**config.mk**
```make
export PLATFORM = sky130hd
export DESIGN_NAME = mod_counter
export DESIGN_NICKNAME = d
export VERILOG_FILES = /design/src/rtl/mod_counter_pkg.sv /design/src/rtl/mod_counter_tick_prescaler.sv /design/src/rtl/mod_counter.sv
export SDC_FILE = /design/constraint.sdc
export NUM_CORES = 1
export LEC_CHECK = 0
export CELL_PAD_IN_SITES_DETAIL_PLACEMENT = 0
export CELL_PAD_IN_SITES_GLOBAL_PLACEMENT = 1
export CORE_MARGIN = 5
export CORE_UTILIZATION = 33
export CTS_BUF_LIST = sky130_fd_sc_hd__clkbuf_16
export DETAILED_ROUTE_END_ITERATION = 8
export PLACE_DENSITY_LB_ADDON = 0.1
export SLEW_MARGIN = 25
export SYNTH_ARGS = -nofsm -noshare
export SYNTH_HDL_FRONTEND = slang
export SYNTH_SLANG_ARGS = --single-unit
```
**constraint.sdc**
```tcl
create_clock -name clk -period 3.1 [get_ports clk]
set_input_delay 0.31 -clock clk [delete_from_list [all_inputs] [get_ports clk]]
set_output_delay 0.31 -clock clk [all_outputs]
set_load 0.01 [all_outputs]
```
**src/rtl/mod_counter_pkg.sv**
```systemverilog
// Shared encodings for the modulo up/down counter.
// Sequencers drive up_dn and sat_mode through these names instead of
// bare literals.
package mod_counter_pkg;

  // Direction encoding for up_dn.
  localparam logic DIR_DOWN = 1'b0;
  localparam logic DIR_UP   = 1'b1;

  // Bound behaviour encoding for sat_mode.
  localparam logic MODE_WRAP = 1'b0;
  localparam logic MODE_SAT  = 1'b1;

endpackage : mod_counter_pkg

```
**src/rtl/mod_counter_tick_prescaler.sv**
```systemverilog
// tick_prescaler: divides enabled cycles down to count steps.
//   clk      rising-edge clock
//   reset_n  asynchronous active-low reset (prescaler -> 0)
//   enable   advance the prescaler this cycle
//   sync_clr synchronous clear of the prescaler (wins over enable)
//   step     high on the enabled cycle that completes PRESCALE enables
module tick_prescaler #(
  parameter int PRESCALE = 1
) (
  input  logic clk,
  input  logic reset_n,
  input  logic enable,
  input  logic sync_clr,
  output logic step
);

  generate
    if (PRESCALE == 1) begin : g_bypass
      // Every enabled cycle is a step; no state is needed.
      logic unused_inputs;
      assign unused_inputs = &{1'b0, clk, reset_n, sync_clr};
      assign step = enable;
    end else begin : g_div
      localparam int PW = $clog2(PRESCALE);
      localparam logic [PW-1:0] LAST = PW'(PRESCALE - 1);

      logic [PW-1:0] pcnt;

      assign step = enable && (pcnt == LAST);

      // Holds while enable is low, so a gap stretches the step by one cycle.
      always_ff @(posedge clk or negedge reset_n) begin
        if (!reset_n) begin
          pcnt <= '0;
        end else if (sync_clr) begin
          pcnt <= '0;
        end else if (enable) begin
          pcnt <= (pcnt == LAST) ? '0 : pcnt + PW'(1);
        end
      end
    end
  endgenerate

endmodule : tick_prescaler

```
**src/rtl/mod_counter.sv**
```systemverilog
// mod_counter: parametrised modulo up/down counter with prescaler.
//   clk        rising-edge clock
//   reset_n    asynchronous active-low reset
//   enable     advance prescaler / counter
//   up_dn      DIR_UP counts up, DIR_DOWN counts down
//   sat_mode   MODE_SAT holds at the bounds, MODE_WRAP wraps modulo MODULUS
//   clear      synchronous clear of count, prescaler, wrap and ovf
//   load       synchronous load of min(load_value, MODULUS-1)
//   load_value value to load
//   ovf_clr    clear sticky ovf (an overflow on the same edge wins)
//   count      registered count, always within 0..MODULUS-1
//   tc         combinational terminal count in the current direction
//   wrap       registered one-cycle pulse alongside the wrapped count
//   ovf        registered sticky overflow/underflow flag
module mod_counter
  import mod_counter_pkg::*;
#(
  parameter int WIDTH    = 4,
  parameter int MODULUS  = 16,
  parameter int PRESCALE = 1
) (
  input  logic             clk,
  input  logic             reset_n,
  input  logic             enable,
  input  logic             up_dn,
  input  logic             sat_mode,
  input  logic             clear,
  input  logic             load,
  input  logic [WIDTH-1:0] load_value,
  input  logic             ovf_clr,
  output logic [WIDTH-1:0] count,
  output logic             tc,
  output logic             wrap,
  output logic             ovf
);

  localparam logic [WIDTH-1:0] MAX_CNT = WIDTH'(MODULUS - 1);

  // Load clamp done one bit wider so load_value values above MODULUS-1
  // (possible when MODULUS is not a power of two) compare correctly.
  function automatic logic [WIDTH-1:0] clamp_load(input logic [WIDTH-1:0] v);
    logic [WIDTH:0] vx;
    logic [WIDTH:0] mx;
    vx = {1'b0, v};
    mx = {1'b0, MAX_CNT};
    return (vx > mx) ? MAX_CNT : v;
  endfunction

  logic             step;
  logic [WIDTH-1:0] count_nxt;
  logic             wrap_nxt;
  logic             ovf_evt;

  tick_prescaler #(
    .PRESCALE (PRESCALE)
  ) u_prescaler (
    .clk      (clk),
    .reset_n  (reset_n),
    .enable   (enable),
    .sync_clr (clear || load),
    .step     (step)
  );

  assign tc = ((up_dn == DIR_UP)   && (count == MAX_CNT)) ||
              ((up_dn == DIR_DOWN) && (count == '0));

  // Next-count: clear > load > step. Increment/decrement only happen
  // strictly inside the range, so they can never leave 0..MODULUS-1.
  always_comb begin
    count_nxt = count;
    wrap_nxt  = 1'b0;
    ovf_evt   = 1'b0;
    if (clear) begin
      count_nxt = '0;
    end else if (load) begin
      count_nxt = clamp_load(load_value);
    end else if (step) begin
      if (up_dn == DIR_UP) begin
        if (count == MAX_CNT) begin
          ovf_evt = 1'b1;
          if (sat_mode == MODE_WRAP) begin
            count_nxt = '0;
            wrap_nxt  = 1'b1;
          end
        end else begin
          count_nxt = count + WIDTH'(1);
        end
      end else begin
        if (count == '0) begin
          ovf_evt = 1'b1;
          if (sat_mode == MODE_WRAP) begin
            count_nxt = MAX_CNT;
            wrap_nxt  = 1'b1;
          end
        end else begin
          count_nxt = count - WIDTH'(1);
        end
      end
    end
  end

  always_ff @(posedge clk or negedge reset_n) begin
    if (!reset_n) begin
      count <= '0;
      wrap  <= 1'b0;
      ovf   <= 1'b0;
    end else begin
      count <= count_nxt;
      wrap  <= wrap_nxt;
      if (clear) begin
        ovf <= 1'b0;
      end else if (ovf_evt) begin
        ovf <= 1'b1;
      end else if (ovf_clr) begin
        ovf <= 1'b0;
      end
    end
  end

endmodule : mod_counter

```
=== Yosys cells after proc, flatten, opt, wreduce, memory -nomap -nowiden ===
Cells that the tools add are included.

* $add $sub $neg: 2
* Equal/unequal tests: 3
* Mux-type cells: 24
* Bitwise logic cells: 1
* Reductions and logical operators: 7

{| class="wikitable"
|+ Operators by type and width
! cell !! count
|-
| $mux W4 || 8
|-
| $mux W1 || 16
|-
| $ne A5 B5 Y1 const B || 2
|-
| $reduce_bool A3 Y1 || 2
|-
| $add A4 B1 Y4 const B || 1
|-
| $eq A4 B4 Y1 const B || 1
|-
| $logic_not A4 Y1 || 1
|-
| $sub A4 B1 Y4 const B || 1
|-
| $reduce_and A3 Y1 || 1
|-
| $logic_and A1 B1 Y1 || 2
|-
| $logic_or A1 B1 Y1 || 1
|-
| $not A1 Y1 || 1
|}

* Bits in registers: 6
* Input port bits: 12
* Output and inout bits: 7
* Logic and storage cells: 40

=== Depth between registers and ports, before layout ===
Gate-level depths: netlist of run 1.

* Word-level depth: 8
* Gate-level depth with buffers: 6
* Mapped depth without buffers: 6

=== Modules after synthesis ===
Synthesis of run 1 repeated with hierarchy kept, for this count alone.

* Cell total of the unflattened synthesis: 58
* Area, all modules: 509.2 um^2

{| class="wikitable"
|+ By module, submodules not included
! module !! times used !! cells each !! area an instance (um^2) !! sequential area each (um^2)
|-
| mod_counter || 1 || 57 || 501.7 || 150.1
|-
| tick_prescaler || 1 || 1 || 7.5 || 0.0
|}

=== Worst setup path after synthesis of run 1 ===
No wires, ideal clock.

* Kind: reg2reg
* Start: register count[0]
* End: register count[0]
* Library setup time: 125 ps
* Data arrival time: 1579 ps
* Setup slack: 1396 ps
* Cell stages (with the launch flop): 6
* Period minus slack after synthesis: 1704 ps
* Cells stage by stage: dfrtp_1 -> ha_1 -> and4_1 -> o21ai_2 -> a21o_1 -> mux2_4

* Longest elaborated chain between the ends: 6
* Elaborated cells between the ends (all ways): 13
* Classes of those cells: add/sub: 2; eq/ne: 3; mux: 6; reduce/logical: 2

{| class="wikitable"
|+ Ends and longest elaborated chain
! item !! line !! source
|-
| from (decl) || mod_counter.sv:31 || <nowiki>output logic [WIDTH-1:0] count,</nowiki>
|-
| from (signal assigned) || mod_counter.sv:108 || <nowiki>count <= count_nxt;</nowiki>
|-
| $sub A4 B1 Y4 (tied with other cells) || mod_counter.sv:96 || <nowiki>count_nxt = count - WIDTH'(1);</nowiki>
|-
| $mux W4, on equally long branches || mod_counter.sv:89, mod_counter.sv:79 ||
|-
| $mux W4 || mod_counter.sv:78 || <nowiki>if (up_dn == DIR_UP) begin</nowiki>
|-
| $mux W4 || mod_counter.sv:77 || <nowiki>end else if (step) begin</nowiki>
|-
| $mux W4 || mod_counter.sv:75 || <nowiki>end else if (load) begin</nowiki>
|-
| $mux W4 || mod_counter.sv:73 || <nowiki>if (clear) begin</nowiki>
|}

Several ways; a longest one is shown, not always the timed one. The select of a mux whose other input is x is not followed.
A chain may end at the register's enable or synchronous reset.

=== Worst setup path after layout of run 1 ===
* Start: register count[0]
* End: output tc

* Longest elaborated chain between the ends: 3
* Elaborated cells between the ends (all ways): 5
* Classes of those cells: eq/ne: 1; reduce/logical: 4

{| class="wikitable"
|+ Ends and longest elaborated chain
! item !! line !! source
|-
| $eq A4 B4 Y1 / $logic_not A4 Y1 (equally long branches) || mod_counter.sv:64, mod_counter.sv:65 ||
|-
| $logic_and A1 B1 Y1, on equally long branches || mod_counter.sv:64, mod_counter.sv:65 ||
|-
| $logic_or A1 B1 Y1 (*) || mod_counter.sv:64 || <nowiki>assign tc = ((up_dn == DIR_UP) && (count == MAX_CNT)) ||</nowiki>
|-
| to (decl) || mod_counter.sv:32 || <nowiki>output logic tc,</nowiki>
|}

Every way passes the cells marked *; elsewhere a longest branch is shown, timed or not.

==> results of run 1 <==
power groups by stage:
stage                     Combinational [W]  Clock [W]  Sequential, W
after floorplan                   0.0000569          0      0.0000984
after global placement            0.0000962          0       0.000102
after detailed placement          0.0000949          0       0.000102
after CTS                         0.0000953   0.000207       0.000101
after global routing               0.000105   0.000211       0.000104
final                             0.0000942   0.000205       0.000101
worst min path at each step:
stage | endpoint | startpoint | slack (ps)
floorplan | count[0] | reset_n | 10
global placement | ovf | ovf | 530
detailed placement | ovf | ovf | 550
CTS | count[0] | reset_n | 320
global route | count[0] | reset_n | 350
finish | count[0] | reset_n | 310
cell usage in the layout, fill, tap and decap left out, types with 2 or more instances in the layout:
cell type | Yosys | layout
clkdlybuf4s50_1 | 0 | 18
inv_1 | 6 | 6
dfrtp_1 | 6 | 6
nand2_1 | 5 | 5
nand2b_1 | 3 | 3
a21oi_1 | 3 | 3
clkbuf_16 | 0 | 3
nor2_1 | 2 | 2
a31oi_1 | 2 | 2
o21ai_0 | 2 | 2
a31o_2 | 2 | 2
ha_1 | 2 | 2
kinds of logic after synthesis:
kind of cell / after synthesis / synth area share, %
multiplexers: 2 / 4.819
AND/OR/NAND/NOR: 19 / 24.10
XOR/XNOR: 1 / 1.687
adder cells (fa/ha/maj): 2 / 4.819
AO/OA/AOI/OAI: 19 / 27.47
buffers and inverters: 9 / 8.191
flip-flops: 6 / 28.91
through the flow:
stage               std cells  hold slack [ps]  setup slack, ps
finish                     92            314.2            776.7
global route               92            345.6            686.4
CTS                        92            320.5            763.9
detailed placement         89            547.6            778.8
global placement           89            534.3            816.5
floorplan                  58            14.41             1396
metal layers:
metal,track usage [%],wire [um],up-vias
met1,15.84,558,225
met5,0,0,-
met3,1.205,71,2
li1,-,-,248
met4,7.860,14,0
met2,16.74,583,14
final cells by class:
class / count / share of cell area (%)
Sequential cell: 6 / 19.39
Inverter: 6 / 2.908
Clock buffer: 3 / 9.693
Tap cell: 16 / 2.585
Timing Repair Buffer: 18 / 23.26
Multi-Input combinational cell: 43 / 42.16
registers in the layout, summed over array words and instances (netlist names):
signal,cells
count,4
ovf,1
wrap,1
critical path, delay by kind of cell (launching register included):
kind          cells  cell delay (ps)
buf+inv           1              490
fa+ha+maj         1              300
flops             1              480
simple gates      2              530
==> metrics.cfg, run 1 <==
[detailed_routing]
wirelength_um=1227
viasPerCell=5.315
dr.pass1.iters=4
antenna_left=0
wl_per_cell_um=13.34
drc=0
vias=489
dr.first_iter.drc_count=15

[power_and_ir_drop]
p_total_w=0.0004005
clock_power_share_pct=51.3
vdd_drop_max_uv=197.7
pwr-share-comb_pct=23.5
switching_power_w=0.00009381
p_seq_share_pct=25.2
power_density_nw_per_um2=517.1
cellLeakagePower_nw=0.3371
switching_share_pct=23.43
intPower_w=0.0003066

[critical_path]
crit_start=count[0]
worst_ep_arrival_time_ps=2010
worst_ep_required_time_ps=2790
cp-start-kind=register
rr_worst_depth=5
r2r_slack_ps=1290
path_cells=ha_1 > and4_1 > or2_2 > clkdlybuf4s50_1
crit_end=tc
r2r_start=count[0]
critPathKind=reg2out
reg2reg_to=count[0]
end_kind=output port
slowest_stage=clkdlybuf4s50_1
slowest_delay_ps=490
cp_max_fo=10

[clock_network]
cts-root-buf=clkbuf_16
cts_tree=done
cts_resized=0
clkLatencyLatePin_ps=220
cts.clk_slew.worst_paths_ps=30
holdBufCountCts=0
numClockSinks=6
cts.htree.levels=1
post_cts_buffers=0
clockBufferDepth=2
cts_buffers=3

[logic_synthesis]
synth_ff_type=dfrtp_1
synth_warnings=0
yosysTopAreaCellShare_pct=28.92
postSynth.asyncResetShare_pct=100.0
syn_inst=58
yosysTopAreaCell=dfrtp_1
synthesis.area_sq_um=519.2
ys_seq_elements=6
yosysSeqAreaShare_pct=28.92
synth_edf_count=0
syn_nets=72
yosys-top-cells-area=dfrtp_1 29%, ha_1 4.8%, nor4b_4 4.6%
synth_top_cells_by_count=6 x dfrtp_1, 6 x inv_1, 5 x nand2_1
yosysUniqueCellTypes=35
avgSynthCellArea_sq_um=8.953

[timing]
worst_slew_pin_slew_ps=352.7
fmax_mhz=430.4
min_period_ps=2323
relSlewSlack_pct=76.49
fin_crit_sh_pct=74.95
finalSetupViolations=0
hold_viol=0
report.final.slew_viol_count=0
rsz0062_at_grt=false
finalSetupTns_ps=0
finalClockSkew_ps=0.3281

[finish]
register_area_sq_um=150.1
fill_cells=138
multiInputGateArea_sq_um=326.6
final_nets=92
diodes=0
drive_gt1_share_pct=13.16
area_delta_synth_final_pct=49.16
fin_util_pct=51.41
stdcell_area_sq_um=774.5

[global_route]
grt_usage_pct=11.56
overflow=0
grt_pass1_vias=473
grt_pass1_wl_um=2235
antenna_found_initial=0
grt_max_degree=11

[placed_design]
numPortBuffers=18
place_hpwl_um=971.9
post_dp_cell_area_sq_um=699.4
globalplace.congestion=0.7506

[die]
dieWidth_um=49.67
dieHeight_um=49.67
rows=14
die_area_sq_um=2467
start_util_pct=34.47
core_area_sq_um=1506
io_pins=19

[outcome]
status=finished, final reports clean

[hold_path]
hp-class=in2async

[run]
cap_violations=0

Power figures use the tool's default switching activity.
==> run 2, diff against run 1 <==
--- a/config.mk
+++ b/config.mk
@@ -8,7 +8,7 @@
 export CELL_PAD_IN_SITES_DETAIL_PLACEMENT = 0
 export CELL_PAD_IN_SITES_GLOBAL_PLACEMENT = 1
 export CORE_MARGIN = 5
-export CORE_UTILIZATION = 33
+export CORE_UTILIZATION = 27
 export CTS_BUF_LIST = sky130_fd_sc_hd__clkbuf_16
 export DETAILED_ROUTE_END_ITERATION = 8
 export PLACE_DENSITY_LB_ADDON = 0.1
==> constraint.sdc (replaced) <==
create_clock -name clk -period 1.85 [get_ports clk]
set_input_delay 0.185 -clock clk [delete_from_list [all_inputs] [get_ports clk]]
set_output_delay 0.185 -clock clk [all_outputs]
set_load 0.01 [all_outputs]
==> metrics.cfg, run 2 (synthesis gave the netlist of run 1 again) <==
[finish]
drive_gt1_share_pct=25.00  ; +12 points
area_delta_synth_final_pct=68.67
layout_commonest_cell=clkdlybuf4s50_1
regMostFlops=count
largest_reg_flops=4  ; unchanged
fin_util_pct=49.12  ; -2.3 points
diodes=0  ; unchanged
final_nets=104  ; +13%
largestRegisters=count (4), ovf (1), wrap (1)
final_cell_mix=17 x clkdlybuf4s50_1, 12 x buf_4, 6 x inv_1, 6 x dfrtp_1, 5 x nand2_1

[timing]
finalSetupViolations=0  ; unchanged
report.final.slew_viol_count=0  ; unchanged
fin_crit_sh_pct=95.74
timing.final.ws_setup_ps=78.79  ; -697.9 ps
fmax_mhz=564.6
finalClockSkew_ps=1.187  ; +0.8588 ps
min_period_ps=1771
relSlewSlack_pct=76.57  ; +0.079 points
worst_hold_slack_ps=194.3  ; -119.9 ps
worst_slew_pin_slew_ps=351.5  ; -1.189 ps
rsz0062_at_grt=false
hold_viol=0  ; unchanged

[die]
dieHeight_um=53.86  ; +8.4%
rows=15  ; +1
start_util_pct=29.12  ; -5.3 points
core_area_sq_um=1783  ; +18%
dieWidth_um=53.86  ; +8.4%
die_area_sq_um=2900  ; +18%
io_pins=19  ; unchanged

[power_and_ir_drop]
vdd_drop_max_uv=460.1  ; +130%
p_total_w=0.0007052  ; +76%
power_density_nw_per_um2=805.1  ; +56%
cellLeakagePower_nw=0.3973  ; +18%

[critical_path]
cp_max_fo=3  ; -7
worst_ep_arrival_time_ps=1590  ; -420 ps
worst_ep_required_time_ps=1660  ; -1130 ps
critPathKind=reg2out
rr_worst_depth=7  ; +2
cp-start-kind=register
end_kind=output port

[outcome]
status=finished, final reports clean

[hold_path]
hp-class=in2async

[detailed_routing]
drc=0  ; unchanged
dr.first_iter.drc_count=8  ; -7
dr.pass1.iters=4  ; unchanged
wl_per_cell_um=12.45  ; -6.6%
viasPerCell=4.628  ; -13%
wirelength_um=1407  ; +15%
antenna_left=0  ; unchanged
vias=523  ; +7.0%

[clock_network]
clockBufferDepth=2  ; unchanged
cts_buffers=3  ; unchanged
clkLatencyLatePin_ps=220  ; about the same
cts.htree.levels=1  ; unchanged
cts_tree=done
cts.clk_slew.worst_paths_ps=30  ; about the same
cts-root-buf=clkbuf_16
numClockSinks=6  ; unchanged

[global_route]
grt_pass1_wl_um=2270  ; +1.6%
grt_pass1_vias=498  ; +5.3%
antenna_found_initial=0  ; unchanged
overflow=0  ; unchanged
grt_max_degree=11  ; unchanged
grt_usage_pct=11.33  ; -0.23 points

[run]
cap_violations=0  ; unchanged

[placed_design]
place_hpwl_um=1171  ; +20%
numPortBuffers=18  ; unchanged
pre_cts_ws_ps=-40.51  ; -819.3 ps
globalplace.congestion=0.7634  ; +1.7%

## run 2: area by class of cell
class | instances | area (sq um)
fill | 186 | 907.1
multi-input combinational | 43 | 326.6
timing repair buffer | 30 | 270.3
sequential | 6 | 150.1
clock buffer | 3 | 75.07
tap | 25 | 31.28
inverter | 6 | 22.52
## run 2: where the power goes
part / switching [W] / total [W] / leakage [nW] / internal (W)
registers: 0.0000166 / 0.000159 / 0.0794 / 0.000143
logic: 0.0000808 / 0.000203 / 0.281 / 0.000123
clock network: 0.0000658 / 0.000342 / 0.0370 / 0.000277
## run 2: stage by stage
stage	cells	cell area (sq um)	setup TNS [ps]
finish	113	875.8	0
global route	113	875.8	0
CTS	112	867.1	0
detailed placement	109	793.3	-40.51
global placement	109	793.3	-43.63
floorplan	58	519.2	0
## run 2: critical path, cell delays in order, from the launching register on
cell and delay, ps:
dfrtp_1 400, ha_1 220, and4_1 190, or2_2 310
clkdlybuf4s15_1 230
## run 2: per-layer routing
| metal | track usage, % | part of all wire [%] |
|---|---|---|
| met5 | 0 | 0 |
| met3 | 4.155 | 9.2 |
| met1 | 13.86 | 45 |
| met4 | 5.532 | 0.92 |
| met2 | 17.34 | 45 |
## run 2: worst paths after layout
| path | start | slack [ps] | end |
|---|---|---|---|
| max | count[0] | 80 | tc |
| min | reset_n | 190 | count[1] |
| max reg2reg | count[1] | 120 | count[0] |
| min reg2reg | ovf | 550 | ovf |
| max in group asynchronous | reset_n | 1450 | wrap |
| min in group clk | ovf | 550 | ovf |
## run 2: timing repair
item                       in CTS  in global routing
setup endpoints to repair       1                  1
buffers inserted                0                  1
resized for setup               1                  1
hold buffers                    0                  0
==> run 3, diff against run 2 <==
--- a/config.mk
+++ b/config.mk
@@ -7,10 +7,11 @@
 export LEC_CHECK = 0
 export CELL_PAD_IN_SITES_DETAIL_PLACEMENT = 0
 export CELL_PAD_IN_SITES_GLOBAL_PLACEMENT = 1
-export CORE_MARGIN = 5
-export CORE_UTILIZATION = 27
+export CORE_MARGIN = 2
+export CORE_UTILIZATION = 38
 export CTS_BUF_LIST = sky130_fd_sc_hd__clkbuf_16
 export DETAILED_ROUTE_END_ITERATION = 8
+export DONT_BUFFER_PORTS = 1
 export PLACE_DENSITY_LB_ADDON = 0.1
 export SLEW_MARGIN = 25
 export SYNTH_ARGS = -nofsm -noshare
==> metrics.cfg, run 3 (synthesis gave the netlist of run 1 again) <==
[critical_path]
reg2reg_to=count[0]
cp_max_fo=4  ; +1
worst_ep_required_time_ps=1960  ; +300 ps
worst_ep_arrival_time_ps=1840  ; +250 ps
slowest_stage=dfrtp_1
end_kind=register
path_cells=ha_1 > and4_1 > o21ai_2 > a21o_1 > mux2_4
cp-start-kind=register
crit_start=count[0]
r2r_start=count[0]
crit_family=compound AO/OA/AOI/OAI gates
cp_num_buf_inv=0  ; -1
r2r_slack_ps=130  ; about the same
rr_worst_depth=5  ; -2
slowest_delay_ps=400  ; about the same
critPathKind=reg2reg

[clock_network]
cts.htree.levels=1  ; unchanged
numClockSinks=6  ; unchanged
holdBufCountCts=1  ; +1
cts-root-buf=clkbuf_16
cts_resized=0  ; -1
cts_tree=done
clkLatencyLatePin_ps=230  ; about the same
cts_buffers=3  ; unchanged
post_cts_buffers=0  ; unchanged
clockBufferDepth=2  ; unchanged
cts.clk_slew.worst_paths_ps=30  ; about the same

[die]
start_util_pct=40.41  ; +11 points
dieWidth_um=40.97  ; -24%
core_area_sq_um=1285  ; -28%
rows=13  ; -2
die_area_sq_um=1678  ; -42%
dieHeight_um=40.97  ; -24%
io_pins=19  ; unchanged

[finish]
fill_cells=117  ; -37%
regMostFlops=count
area_delta_synth_final_pct=19.04
largest_reg_flops=4  ; unchanged
multiInputGateArea_sq_um=326.6  ; unchanged
final_nets=77  ; -26%
stdcell_area_sq_um=618.1  ; -29%
drive_gt1_share_pct=19.67  ; -5.3 points
fin_util_pct=48.10  ; -1.0 points
register_area_sq_um=150.1  ; unchanged
largestRegisters=count (4), ovf (1), wrap (1)
final_cell_mix=6 x inv_1, 6 x dfrtp_1, 5 x nand2_1
diodes=0  ; unchanged

[detailed_routing]
antenna_left=0  ; unchanged
dr.pass1.iters=4  ; unchanged
viasPerCell=5.895  ; +27%
wl_per_cell_um=16.38  ; +32%
wirelength_um=1245  ; -12%
dr.first_iter.drc_count=12  ; +4
drc=0  ; unchanged
vias=448  ; -14%

[placed_design]
globalplace.congestion=0.8678  ; +14%
numPortBuffers=0  ; -18
post_dp_cell_area_sq_um=533.0  ; -33%
place_hpwl_um=926.3  ; -21%

[global_route]
antenna_found_initial=0  ; unchanged
grt_usage_pct=18.28  ; +7.0 points
grt_pass1_vias=423  ; -15%
grt_max_degree=11  ; unchanged
grt_pass1_wl_um=1849  ; -19%
overflow=0  ; unchanged

[power_and_ir_drop]
cellLeakagePower_nw=0.2835  ; -29%
power_density_nw_per_um2=1024  ; +27%
vdd_drop_max_uv=324.0  ; -30%

[timing]
fin_crit_sh_pct=93.17  ; -2.6 points
relSlewSlack_pct=70.77  ; -5.8 points
rsz0062_at_grt=false
finalSetupViolations=0  ; unchanged
finalClockSkew_ps=2.325  ; +1.138 ps
finalSetupTns_ps=0  ; unchanged
fmax_mhz=580.2  ; +2.8%
hold_viol=0  ; unchanged
min_period_ps=1724  ; -47.54 ps
worst_slew_pin_slew_ps=438.5  ; +87.04 ps
report.final.slew_viol_count=0  ; unchanged

[hold_path]
holdPathEnd=ovf
hp-class=in2reg
min-delay-start=clear
hold_depth=1

[outcome]
status=finished, final reports clean

[run]
cap_violations=0  ; unchanged

[run 3: where the power goes]
| group | switching (W) | internal [W] | total (W) |
|---|---|---|---|
| Clock | 0.0000729 | 0.000277 | 0.000350 |
| Combinational | 0.0000563 | 0.0000614 | 0.000118 |
| Sequential | 0.0000227 | 0.000143 | 0.000165 |
[run 3: how the worst max path moves through the flow]
stage                to  slack [ps]  cells past startpoint
5_1_grt        count[0]          50                      5
2_1_floorplan  count[0]         150                      5
3_3_place_gp   count[0]         160                      5
4_1_cts        count[0]         140                      5
6_report       count[0]         130                      5
3_5_place_dp   count[0]         160                      5
[run 3: cell type report]
cell class,instances,share of cell area [%]
well taps,15,3.036
multi-input cells,43,52.83
clock buffers,3,12.15
repair buffers,3,4.049
inverters,6,3.644
flip-flops and latches,6,24.29
[run 3: metrics by stage]
step	hold WS (ps)	power, W	setup WS [ps]	std cells
3_3_place_gp	-110.4	0.0002808	162.6	72
3_5_place_dp	-110.4	0.0002800	155.3	72
6_report	16.91	0.0006332	126.3	76
5_1_grt	18.14	0.0006612	52.72	76
2_1_floorplan	-110.6	0.0002602	145.5	58
4_1_cts	13.42	0.0006399	144.2	76
[run 3: layer usage]
layer	global-route usage [%]	vias up	share of wire, %
met5	0	-	0
met3	6.522	3	8.0
met4	15.83	0	2.3
li1	-	218	-
met2	25.39	16	47
met1	21.85	211	43
==> edit (flow settings as in run 3) <==
Reset style: synchronous (`reset_n`), changed in 2 clocked blocks. Comments in the files are not updated.
--- a/src/rtl/mod_counter_tick_prescaler.sv
+++ b/src/rtl/mod_counter_tick_prescaler.sv
@@ -29,7 +29,7 @@
       assign step = enable && (pcnt == LAST);
 
       // Holds while enable is low, so a gap stretches the step by one cycle.
-      always_ff @(posedge clk or negedge reset_n) begin
+      always_ff @(posedge clk) begin
         if (!reset_n) begin
           pcnt <= '0;
         end else if (sync_clr) begin
--- a/src/rtl/mod_counter.sv
+++ b/src/rtl/mod_counter.sv
@@ -99,7 +99,7 @@
     end
   end
 
-  always_ff @(posedge clk or negedge reset_n) begin
+  always_ff @(posedge clk) begin
     if (!reset_n) begin
       count <= '0;
       wrap  <= 1'b0;
Behaviour: differs if reset_n is asserted again (counterexample within 4 cycles, from zero or initial values and one cycle with reset_n low); with reset_n held inactive, the same outputs for 10 cycles.
==> edit against run 3 <==
Worst setup slack got worse by 0.018 ns. Clock skew fell by 0.0021 ns. Power fell by 12%. Utilization is 1.5 points higher. Sequential cell count stayed put. Sequential share of layout area shrank 2.8 points. Area after synthesis shrank 8.9%. Routed wire length fell by 11%. Design area shrank 8.5%. Critical endpoint is now count[2].
==> edit: results <==
export IMPL_status="complete, no violations"
export IMPL_r2r_start="count[0]"
export IMPL_vias=433
export IMPL_final_cells=72
export IMPL_ys_flop_type="dfxtp_1"
export IMPL_rrSetupSlack_ns=0.11
export IMPL_placed_cell_area_um2=489.2
export IMPL_holdPathEnd="wrap"
export IMPL_wl_met1_um=483
export IMPL_synthCells=55
export IMPL_ys_top_cells_by_area="dfxtp_1 25%, o21ai_0 6.3%, ha_1 5.3%"
export IMPL_r2r_cells=6
export IMPL_ys_types=33
export IMPL_grt_pass1_wl_um=1718
export IMPL_place_port_buffers=0
export IMPL_dpl_hpwl_um=858.5
export IMPL_pre_cts_ws_ns=0.05709
export IMPL_hold_ws_ns=0.03540
export IMPL_crit_fanout=5
export IMPL_gp_congestion=0.8161
export IMPL_diodes=0
export IMPL_met3_length_um=121
export IMPL_crit_slowest_cell="dfxtp_2"
export IMPL_ir_worst_vdd_v=0.0008525
export IMPL_min_period_ns=1.741
export IMPL_insertion_delay_ns=0.22
export IMPL_highest_layer="met3"
export IMPL_finClkSkew_ns=0.0002076
export IMPL_drtIter0Drc=11
export IMPL_final_nets=74
export IMPL_totalWireLength_um=1105
export IMPL_groute_usage_overall=0.1706
export IMPL_leakage_uw=0.0002337
export IMPL_cpPeakStageDelay_ns=0.35
export IMPL_crit_end="count[2]"
export IMPL_yosys_top_cells_count="6 x dfxtp_1, 6 x o21ai_0, 4 x inv_1"
export IMPL_grt_max_degree=10
export IMPL_async_flop_share=0
export IMPL_min_from="sat_mode"
export IMPL_ys_seq_area_frac=0.2540
export IMPL_worst_slew_pin_slew_ns=0.4008
export IMPL_drive_above_1_share=0.2241
edit: area by class of cell:
class                           count  area, µm²
Tap cell                           14      17.52
Fill cell                         118      575.6
Clock buffer                        3      75.07
Timing Repair Buffer                3      22.52
Inverter                            4      15.01
Sequential cell                     6      121.4
Multi-Input combinational cell     42      314.1
edit: cell families (layout without fill, tap and decap cells):
| group | count (synthesis) | count (layout) | synth area share |
|---|---|---|---|
| xor+xnor | 2 | 2 | 0.03704 |
| flops | 6 | 6 | 0.2540 |
| mux | 1 | 1 | 0.02116 |
| simple gates | 15 | 15 | 0.2169 |
| compound gates | 22 | 22 | 0.3360 |
| fa+ha+maj | 2 | 2 | 0.05290 |
| buf+inv | 7 | 10 | 0.08200 |
edit: critical path, delay by kind of cell (launching register included):
family	cells	cell delay, ns
AO/OA/AOI/OAI	3	0.78
adder cells (fa/ha/maj)	1	0.23
buffers and inverters	1	0.08
flip-flops	1	0.35
AND/OR/NAND/NOR	1	0.18
edit: power breakdown:
| group | switching [µW] | internal (µW) | leakage, µW |
|---|---|---|---|
| clock | 66.6 | 277 | 0.0000370 |
| sequential | 9.64 | 136 | 0.0000494 |
| combinational | 34.2 | 33.2 | 0.000147 |
edit: routing by layer:
layer	up-vias	global-route usage
li1	214	-
met1	201	0.1918
met2	18	0.2792
met3	0	0.1023
met4	0	0.02586
met5	-	0
edit: what timing repair did:
| action | in CTS | in global routing |
|---|---|---|
| setup buffers | 0 | 0 |
| setup endpoints to repair | 0 | 1 |
| hold buffers | 0 | 0 |
| resized for setup | 0 | 1 |
